File: src/rtl/covox_sd_dac_pkg.sv
// Shared constants for the covox DAC path and the future beeper/tape
// filter stages that will share the same idle-width default.
package covox_sd_dac_pkg;

    localparam int          COVOX_WIDTH     = 8;
    localparam logic [7:0]  COVOX_MID       = 8'h80;
    localparam int          COVOX_IDLE_BITS = 16;

endpackage : covox_sd_dac_pkg

File: src/rtl/covox_sd_dac_sd_mod1.sv
// First-order sigma-delta modulator: the carry out of a WIDTH-bit
// phase accumulator is the output bit, so the bit density equals
// code / 2**WIDTH.
module sd_mod1 #(
    parameter int WIDTH = 8
) (
    input  logic             cpu_clock,
    input  logic             reset,
    input  logic [WIDTH-1:0] code,
    output logic             sd_bit
);

    logic [WIDTH-1:0] acc;
    logic [WIDTH:0]   sum;

    assign sum = {1'b0, acc} + {1'b0, code};

    // Accumulate the code every cycle; the carry becomes the output bit.
    always_ff @(posedge cpu_clock) begin
        if (reset) begin
            acc    <= '0;
            sd_bit <= 1'b0;
        end else begin
            acc    <= sum[WIDTH-1:0];
            sd_bit <= sum[WIDTH];
        end
    end

endmodule : sd_mod1

File: src/rtl/covox_sd_dac.sv
// Covox port DAC: captures the byte the CPU writes to the covox port on
// the rising edge of the decoder strobe and plays it out as a 1-bit
// sigma-delta stream for an external RC filter. Single clock domain
// (cpu_clock).
//
// Build option COVOX_IDLE_MUTE_EN: after 2**IDLE_BITS-1 cycles without a
// write the applied code is forced to MID_CODE and mute_active goes high
// until the next write. Without it the last written code is held forever
// and mute_active is tied low.
module covox_sd_dac
    import covox_sd_dac_pkg::*;
#(
    parameter int               WIDTH     = COVOX_WIDTH,
    parameter logic [WIDTH-1:0] MID_CODE  = WIDTH'(COVOX_MID),
    parameter int               IDLE_BITS = COVOX_IDLE_BITS
) (
    input  logic             cpu_clock,
    input  logic             reset,
    input  logic             covox_we,
    input  logic [WIDTH-1:0] d,
    output logic             dac_out,
    output logic [WIDTH-1:0] sample_q,
    output logic             sample_stb,
    output logic             mute_active
);

    logic             we_s0;
    logic             we_s1;
    logic [WIDTH-1:0] d_s0;
    logic             capture;

    // Strobe and data are registered on the same edge, so the captured
    // byte is the one present on the first high sample of the strobe.
    always_ff @(posedge cpu_clock) begin
        if (reset) begin
            we_s0 <= 1'b0;
            we_s1 <= 1'b0;
            d_s0  <= '0;
        end else begin
            we_s0 <= covox_we;
            we_s1 <= we_s0;
            d_s0  <= d;
        end
    end

    // Rising edge of the registered strobe; a long strobe captures once.
    assign capture = we_s0 & ~we_s1;

`ifdef COVOX_IDLE_MUTE_EN
    logic [IDLE_BITS-1:0] idle_cnt;
    logic                 idle_full;
    logic                 mute_q;

    assign idle_full = &idle_cnt;

    // Capture the new code, or fall back to midscale once the idle
    // counter has saturated; a capture always wins over the mute.
    always_ff @(posedge cpu_clock) begin
        if (reset) begin
            sample_q   <= MID_CODE;
            sample_stb <= 1'b0;
            idle_cnt   <= '0;
            mute_q     <= 1'b0;
        end else begin
            sample_stb <= capture;
            if (capture) begin
                sample_q <= d_s0;
                idle_cnt <= '0;
                mute_q   <= 1'b0;
            end else if (!idle_full) begin
                idle_cnt <= idle_cnt + 1'b1;
            end else begin
                sample_q <= MID_CODE;
                mute_q   <= 1'b1;
            end
        end
    end

    assign mute_active = mute_q;
`else
    // Capture the new code and pulse the strobe; the code is held otherwise.
    always_ff @(posedge cpu_clock) begin
        if (reset) begin
            sample_q   <= MID_CODE;
            sample_stb <= 1'b0;
        end else begin
            sample_stb <= capture;
            if (capture) begin
                sample_q <= d_s0;
            end
        end
    end

    // The idle width only matters when the mute is built in.
    logic unused_idle_bits;
    assign unused_idle_bits = (IDLE_BITS > 0);

    assign mute_active = 1'b0;
`endif

    // The modulator sees the registered code, so a new sample takes
    // effect the cycle after capture without clearing the accumulator.
    sd_mod1 #(
        .WIDTH (WIDTH)
    ) u_sd_mod1 (
        .cpu_clock (cpu_clock),
        .reset     (reset),
        .code      (sample_q),
        .sd_bit    (dac_out)
    );

endmodule : covox_sd_dac

File: config.mk
export PLATFORM = sky130hd
export DESIGN_NAME = covox_sd_dac
export DESIGN_NICKNAME = d
export VERILOG_FILES = /design/src/rtl/covox_sd_dac_pkg.sv /design/src/rtl/covox_sd_dac_sd_mod1.sv /design/src/rtl/covox_sd_dac.sv
export SDC_FILE = /design/constraint.sdc
export NUM_CORES = 1
export LEC_CHECK = 0
export ABC_CLOCK_PERIOD_IN_PS = 3200
export BUFFER_PORTS_ARGS = -buffer_cell sky130_fd_sc_hd__buf_2
export CAP_MARGIN = 10
export CORE_MARGIN = 2
export CORE_UTILIZATION = 54
export CTS_CLUSTER_SIZE = 16
export DETAILED_ROUTE_END_ITERATION = 12
export GPL_ROUTABILITY_DRIVEN = 0
export PLACE_DENSITY_LB_ADDON = 0.1
export SLEW_MARGIN = 0
export SYNTH_ARGS = -nofsm -noshare
export SYNTH_HDL_FRONTEND = slang
export SYNTH_HIERARCHICAL = 1
export SYNTH_SLANG_ARGS = --single-unit
File: constraint.sdc
create_clock -name cpu_clock -period 3.2 [get_ports cpu_clock]
set_input_delay 0.32 -clock cpu_clock [delete_from_list [all_inputs] [get_ports cpu_clock]]
set_output_delay 0.32 -clock cpu_clock [all_outputs]
set_load 0.03 [all_outputs]
==> results.json <==
{
  "die_y_um": 51.92,
  "worstSetupStartpointType": "flip-flop",
  "synth_area_leaders": "dfxtp_1 45%, ha_1 8.1%, nor2b_1 7.1%",
  "vias": 900,
  "drive_above_1_share_pct": 21.43,
  "critPathLaunch": "sample_q[0]$_SDFFE_PP0P_",
  "synth_fa_ha_area_share_pct": 9.687,
  "grt_pass1_vias": 828,
  "cp.arrival_ns": 2.09,
  "synth_top_family_by_area": "simple AND/OR/NAND/NOR gates",
  "grt_first_pass_wirelength_mm": 3.477,
  "cts_num_sinks": 28,
  "antenna_found_initial": 0,
  "synth_top_cell_by_area": "dfxtp_1",
  "grt.met1_usage_pct": 23.32,
  "grt_usage_pct": 17.43,
  "clk_pin_slew_ns": 0.14,
  "setup_viol": 0,
  "timing.rr.start": "sample_q[0]$_SDFFE_PP0P_",
  "drt-initial-drc-count": 9,
  "critPathCaptureType": "flip-flop",
  "layout_common_cells": "28 x dfxtp_1, 20 x buf_2, 14 x nor2b_1, 14 x nor2_1",
  "synth_compound_area_share_pct": 15.54,
  "min_from": "d[7]",
  "dp_worst_setup_slack_ns": 1.345,
  "globalRoute.totalOverflow": 0,
  "maxCapViolCount": 0,
  "min_period_ns": 1.867,
  "worstPathRequired_ns": 3.43,
  "outcome": "finished clean",
  "cts-root-buf": "clkbuf_4",
  "syn_inst": 121,
  "grt.met2_usage_pct": 26.37,
  "insertion_delay_ns": 0.32,
  "die_w_um": 51.92,
  "areaGrowthSynthToFinish_pct": 11.60,
  "fmax_ghz": 0.5355,
  "synth_cell_types": 32,
  "ctsHoldBuffers": 0,
  "ys_seq_area_share_pct": 45.21,
  "final_common_cell": "dfxtp_1",
  "syn-num-nets": 141,
  "wl_mm": 1.958,
  "synth_area_um2": 1240,
  "hp-class": "in2reg",
  "synthXorXnorAreaFrac_pct": 0.7064,
  "die-area_um2": 2696,
  "num_rows": 17,
  "viasPerCell": 5.357,
  "crit_type": "reg2reg",
  "clockBufferDepth": 2,
  "ys_warn_count": 6,
  "power_density_nw_per_um2": 460.6,
  "busiest_layer": "met2",
  "start_util_pct": 56.60,
  "nNetsFinal": 161,
  "core_area_um2": 2191,
  "slew_headroom_pct": 60.37,
  "wl_per_cell_um": 11.65,
  "min_period_over_period_pct": 58.36,
  "synth-simple-area-share_pct": 24.02,
  "cts_buffers": 3,
  "dp_hpwl_mm": 1.440,
  "io_pins": 22,
  "clock_skew_ns": 0.001595,
  "ir_drop_mv": 0.3612,
  "setup_ws_ns": 1.333,
  "grt_util_met3_pct": 3.448,
  "h-tree-depth": 1,
  "io_buffer_count": 20,
  "cts_tree": "built",
  "antenna_cells": 0,
  "grt_max_degree": 38,
  "synth_top_area_share_pct": 45.21,
  "cts-resized-gates": 0,
  "post-cts-setup-buffer-count": 0,
  "ys_seq_elements": 28,
  "worstPathMaxFanout": 3,
  "synthMuxAreaShare_pct": 2.018,
  "remaining_drc_errors": 0,
  "avgSynthCellArea_um2": 10.25,
  "p_leak_nw": 0.6206,
  "tns_ns": 0,
  "drt-pass1-iter-count": 4,
  "drt.antenna.violating_nets": 0,
  "rsz0062_at_grt": "no",
  "fillers": 212,
  "slew_violations": 0,
  "worst_slew_pin_slew_ns": 0.5932,
  "hold_viol": 0
}
-- Yosys cell counts --
library cell,n
buf_2,1
o21ai_1,8
mux2_4,1
o31a_1,1
nand2b_1,8
nand4b_1,1
a211oi_2,2
buf_4,2
xnor2_1,1
o311ai_1,1
a21o_2,1
conb_1,1
ha_1,8
dfxtp_1,28
nand4bb_1,7
inv_1,1
o21a_1,1
clkbuf_1,2
nor2_1,14
a31oi_1,1
mux2i_1,1
fa_1,1
o22ai_2,1
and2b_1,1
o21ai_0,5
nor3b_1,1
a211o_1,1
a21o_1,1
o21bai_2,1
a211oi_1,3
nor2b_1,14
nor3_1,1
-- metrics by stage --
stage	std cells	cell area, um^2	hold slack (ns)	utilization (%)	power, mW
after floorplan	121	1240	0.4481	-	0.4558
after global placement	164	1348	0.4594	61.51	0.4740
after detailed placement	164	1348	0.4605	61.51	0.4768
after CTS	168	1384	0.1865	63.16	0.6432
after global routing	168	1384	0.1841	63.16	0.6763
final	168	1384	0.1931	63.16	0.6374
-- area by class of cell --
| type | count | area (um^2) | area share (%) |
|---|---|---|---|
| repair buffers | 20 | 100.1 | 7.233 |
| clock buffers | 4 | 36.28 | 2.622 |
| inverters | 1 | 3.754 | 0.2712 |
| multi-input cells | 87 | 648.1 | 46.84 |
| flip-flops and latches | 28 | 560.5 | 40.51 |
| well taps | 28 | 35.03 | 2.532 |
-- metal layers --
metal	share of wire, %	wire length, um	vias to the layer above
met3	4.5	89	7
met5	0	0	-
met1	48	944	402
met4	2.4	47	0
met2	45	876	29
li1	-	-	462
-- critical path, cell delays in order, from the launching register on --
cell	delay, ns
dfxtp_1	0.35
ha_1	0.24
fa_1	0.44
a211oi_2	0.29
o21a_1	0.16
nor2_1	0.05
o31a_1	0.24
-- report_power, final --
| group | switching, mW | internal, mW |
|---|---|---|
| clock | 0.0982 | 0.0696 |
| sequential | 0.0105 | 0.370 |
| combinational | 0.0486 | 0.0407 |
| total | 0.157 | 0.480 |
-- state kept, by name (all words and copies together), names as in the netlist --
| name | flops |
|---|---|
| d_s0 | 8 |
| sample_q | 8 |
| sample_stb | 1 |
| u_sd_mod1/acc | 8 |
| u_sd_mod1/sd_bit | 1 |
| we_s0 | 1 |
| we_s1 | 1 |
-- cell families (layout without fill, tap and decap cells) --
| group | Yosys count | count (layout) |
|---|---|---|
| flip-flops | 28 | 28 |
| multiplexers | 2 | 2 |
| AND/OR/NAND/NOR | 47 | 47 |
| AO/OA/AOI/OAI | 27 | 27 |
| XOR/XNOR | 1 | 1 |
| other | 1 | 1 |
| buffers and inverters | 6 | 25 |
| adder cells (fa/ha/maj) | 9 | 9 |
-- path summary, 6_finish.rpt --
check	slack, ns	end	depth (start not counted)
worst max-delay path	1.33	u_sd_mod1/sd_bit$_SDFF_PP0_	6
worst min-delay path	0.19	d_s0[7]$_SDFF_PP0_	2
worst max register to register	1.33	u_sd_mod1/sd_bit$_SDFF_PP0_	6
worst min register to register	0.48	sample_q[4]$_SDFFE_PP0P_	2
(Power assumes the default switching activity.)
